## config.mk

```make
export PLATFORM = sky130hd
export DESIGN_NAME = crc16_frame_tx
export DESIGN_NICKNAME = d
export VERILOG_FILES = /design/src/rtl/crc16_frame_tx_pkg.sv /design/src/rtl/crc16_byte_next.sv /design/src/rtl/crc16_frame_tx.sv
export SDC_FILE = /design/constraint.sdc
export NUM_CORES = 1
export LEC_CHECK = 0
export BUFFER_PORTS_ARGS = -buffer_cell sky130_fd_sc_hd__clkbuf_2
export CAP_MARGIN = 25
export CELL_PAD_IN_SITES_DETAIL_PLACEMENT = 1
export CELL_PAD_IN_SITES_GLOBAL_PLACEMENT = 1
export CORE_ASPECT_RATIO = 0.6
export CORE_MARGIN = 1
export CORE_UTILIZATION = 35
export DETAILED_ROUTE_END_ITERATION = 12
export PLACE_DENSITY_LB_ADDON = 0.1
export SYNTH_ARGS = -nofsm -noshare
export SYNTH_HDL_FRONTEND = slang
export SYNTH_SLANG_ARGS = --single-unit
```

## constraint.sdc

```tcl
create_clock -name clk -period 4.5 [get_ports clk]
set_input_delay 0.225 -clock clk [delete_from_list [all_inputs] [get_ports clk]]
set_output_delay 0.225 -clock clk [all_outputs]
set_load 0.02 [all_outputs]
```

## src/rtl/crc16_frame_tx_pkg.sv

```systemverilog
// crc16_frame_tx_pkg: shared CRC constants and transmitter state encodings
package crc16_frame_tx_pkg;
    localparam logic [15:0] CRC16_INIT = 16'hFFFF;
    typedef enum logic [2:0] {IDLE, DATA, CRC_LO, CRC_HI, WAIT_LAST, GAP} state_t;
endpackage

```

## src/rtl/crc16_byte_next.sv

```systemverilog
// crc16_byte_next: byte-wise reflected CRC-16 (0x8408) update shared by tx and rx
module crc16_byte_next (
    input  logic [15:0] crc,
    input  logic [7:0]  din,
    output logic [15:0] crc_next
);
    logic [7:0] a;
    logic [7:0] ch;
    assign a = din ^ crc[7:0];
    assign ch = a ^ {a[3:0], 4'h0};
    assign crc_next = {ch, crc[15:8]} ^ {5'h0, ch, 3'h0} ^ {12'h0, ch[7:4]};
endmodule

```

## src/rtl/crc16_frame_tx.sv

```systemverilog
// crc16_frame_tx: payload stream transmitter appending CRC-16 and enforcing an inter-frame gap
module crc16_frame_tx
    import crc16_frame_tx_pkg::*;
#(
    parameter int IFG_CYCLES    = 4,
    parameter bit CRC_LSB_FIRST = 1'b1
) (
    input  logic        clk,
    input  logic        rst,
    input  logic        crc_typ,
    input  logic        s_valid,
    output logic        s_ready,
    input  logic [7:0]  s_data,
    input  logic        s_last,
    output logic        m_valid,
    input  logic        m_ready,
    output logic [7:0]  m_data,
    output logic        m_last,
    output logic        busy,
    output logic [15:0] frame_cnt
);
    state_t      state;
    logic [15:0] crc;
    logic [15:0] crc_in;
    logic [15:0] crc_nx;
    logic [15:0] crc_out;
    logic [15:0] gap;
    logic        typ;
    logic        slot_free;
    logic        accept;

    assign slot_free = !m_valid || m_ready;
    assign s_ready   = !rst && (state == IDLE || state == DATA) && slot_free;
    assign accept    = s_valid && s_ready;
    assign busy      = state != IDLE;
    // every frame restarts from the init value, whatever the register holds
    assign crc_in    = state == IDLE ? CRC16_INIT : crc;
    assign crc_out   = typ ? crc : ~crc;

    crc16_byte_next u_next (.crc(crc_in), .din(s_data), .crc_next(crc_nx));

    always_ff @(posedge clk) begin
        if (rst) begin
            state     <= IDLE;
            m_valid   <= 1'b0;
            m_data    <= 8'h00;
            m_last    <= 1'b0;
            crc       <= CRC16_INIT;
            frame_cnt <= 16'h0000;
            gap       <= 16'h0000;
            typ       <= 1'b0;
        end else begin
            if (m_valid && m_ready)
                m_valid <= 1'b0;
            case (state)
                IDLE, DATA: if (accept) begin
                    if (state == IDLE)
                        typ <= crc_typ;
                    crc     <= crc_nx;
                    m_valid <= 1'b1;
                    m_data  <= s_data;
                    m_last  <= 1'b0;
                    state   <= s_last ? CRC_LO : DATA;
                end
                CRC_LO: if (slot_free) begin
                    m_valid <= 1'b1;
                    m_data  <= CRC_LSB_FIRST ? crc_out[7:0] : crc_out[15:8];
                    m_last  <= 1'b0;
                    state   <= CRC_HI;
                end
                CRC_HI: if (slot_free) begin
                    m_valid <= 1'b1;
                    m_data  <= CRC_LSB_FIRST ? crc_out[15:8] : crc_out[7:0];
                    m_last  <= 1'b1;
                    state   <= WAIT_LAST;
                end
                WAIT_LAST: if (m_valid && m_ready) begin
                    frame_cnt <= frame_cnt + 16'd1;
                    gap       <= 16'(IFG_CYCLES);
                    state     <= IFG_CYCLES == 0 ? IDLE : GAP;
                end
                GAP: begin
                    gap   <= gap - 16'd1;
                    state <= gap == 16'd1 ? IDLE : GAP;
                end
                default: state <= IDLE;
            endcase
        end
    end
endmodule

```

==> run metrics <==
result of the run finished, final reports clean; Post-synth ARST share 0%; Clock Tree Root clkbuf_16; Crit-path slowest cell dfxtp_1; register bit count reported by yosys 62; CP startpoint state[0]; remaining antenna violation count 0; Arrival @ worst endpoint 2.64 ns; total grt overflow 0; share of layout cells above drive strength 1 ~16%; pwr dens 417.5 mW/mm²; CTS tree done; post-synth top area cell dfxtp_1; critical-path cell list and3b_1 > nand4_1 > or4_1 > a21oi_1; H-tree Lvls 3; MaxCap Viol Count 0; number of synthesized flops with an enable pin 0; peak supply drop 195.9 µV; # clock sinks between 60 and 70; Slew Limit Fails 0; required time of the critical path 4.76 ns; Util after Layout 43.37%; top post-synthesis cells by area dfxtp_1 (36%), xnor2_1 (6.1%), a21oi_1 (5.5%), nor2_1 (5.1%), mux2i_1 (4.7%); core footprint 0.009324 mm²; Main synth FF type dfxtp_1; ant diodes 0; crit end category register; post-cts hold buffer count 0; Final Setup Violations 0; period utilization 52.83%; worst r2r src state[0]; global-route wire length before repair 16,020 µm; die width between 100 and 150 µm; Mean Syn Cell Area 8.568 µm²; Layout area overhead 18.00%; final hold violations 0; starting density of the core 36.76%; Std-Cell Rows 27; Skew-Pair Late Insertion Delay 0.34 ns; Residual DRC 0; Buffers on Ports 41; largest net degree at the start of global routing 65; Die Span Y around 79 µm; vias 3,115; crit path max fanout 21; Hold Startpoint crc_typ; most frequent cell after synthesis dfxtp_1; RSZ-0062 raised after global routing no; Setup Total Neg Slack 0 ns; Setup CP Type register to register; Cell Area, Synth 0.003427 mm²; post-DP HPWL 6703 µm; final std cells w/o fill between 500 and 600; placed cell count 549; Leakage Power 0.001453 µW; register area share after synthesis a little over a third; Largest stage delay, worst path 0.95 ns; Top Ports 42; PostCTS Resize Cnt 0; crit path time final 2.377 ns; Crit path max-delay family simple AND/OR/NAND/NOR gates; fin area 0.004044 mm²; CTS Buf Count 9; total global-route track usage 20.84%; initial antenna violation count 0; top cell type's share of synthesized area 36.22%; post-synth cell types 50; drt initial violations 192; DP Area between 0.003 and 0.004 mm²; Max Buffers Root-to-Sink 2; gpl congestion 0.7567; slew margin rel. 35.54%; Post-Synthesis Cells 400; crit path buf inv count 0; vias per inst roughly 5.5; synth warn 0; Max Freq 420.7 MHz; per-cell routed wire length 17.22 µm; syn_nets 417; setup bufs post-CTS 0; Setup Skew 0.007202 ns; Fillers 1,143; Die ar. 0.01020 mm²; worst min-delay path class primary input to register; worst slew pin tran 0.9656 ns; Clock transition at path regs 0.05 ns; wirelength, routed ~10000 µm; commonest cells in the netlist dfxtp_1 (62), nor2_1 (47), a21oi_1 (38), xnor2_1 (24), nand3_1 (23); vias in the first global route 2,986; iteration count of the initial detailed-routing pass 4; CP Launch Type register; FF-to-FF setup slack 2.12 ns; final net count 447
[routing by layer]
metal  wire length (µm)  GRT usage, %  vias to the layer above
li1                   -             -                     1521
met1               5489         31.83                     1530
met2               3759         27.65                       54
met3                358         5.181                       10
met4                122         6.628                        0
met5                  0             0                        -
[area by class of cell]
type,count,area [µm²],share of cell area (%)
inverter,11,41.29,1.021
sequential,62,1241,30.69
timing repair buffer,45,235.2,5.817
clock inverter,3,65.06,1.609
tap,130,162.7,4.022
multi-input combinational,301,2028,50.15
clock buffer,13,270.3,6.683
[state kept, by name, summed over array words and instances (netlist names)]
name       flops
gap           16
m_data         8
m_valid        1
state          3
typ            1
m_last         1
frame_cnt     16
crc           16
[report_power, final]
part / total [µW] / switching, µW / internal (µW)
Combinational: 267 / 146 / 120
Clock: 788 / 259 / 529
Sequential: 634 / 50.5 / 583
[cell families (layout without fill, tap and decap cells)]
family,Yosys count,after routing,share of synthesized area (%)
AND/OR/NAND/NOR,149,149,23.77
flip-flops,62,62,36.22
XOR/XNOR,33,33,10.84
AO/OA/AOI/OAI,99,99,18.47
multiplexers,17,17,5.002
buffers and inverters,37,72,4.600
adder cells (fa/ha/maj),3,3,1.095
[worst register-to-register path, stage by stage (launching register included)]
cell	delay, ns
dfxtp_1	0.95
and3b_1	0.47
nand4_1	0.27
or4_1	0.47
a21oi_1	0.14
[metrics by stage]
stage / total power, µW / setup slack (ns) / hold WS, ns
after floorplan: 832.2 / 2.702 / 0.3727
after global placement: 900.0 / 2.213 / 0.4588
after detailed placement: 907.1 / 2.133 / 0.4686
after CTS: 1704 / 2.120 / 0.1393
after global routing: 1760 / 1.928 / 0.1571
final: 1688 / 2.123 / 0.1376
[cells in the final DEF (no fill, tap or decap), types with 6 or more instances in the layout]
cell type and n:
or3_1 15, nor4_1 6, o31ai_1 8, inv_1 11, o21ai_0 18, or4_1 10, nor3_1 6, xnor3_1 6
xnor2_1 24, nor2_1 47, clkbuf_2 41, dfxtp_1 62, nand3_1 23, clkbuf_16 9, a21oi_1 38, a221o_1 8
o211ai_1 9, nand2_1 15, mux2i_1 16
[worst paths after layout]
| path | depth (start not counted) | endpoint |
|---|---|---|
| setup reg to reg | 4 | gap[9] |
| hold / removal | 3 | typ |
| hold reg to reg | 2 | m_data[6] |
| setup / recovery | 4 | gap[9] |
No activity file was read; power rests on OpenSTA's default activity.
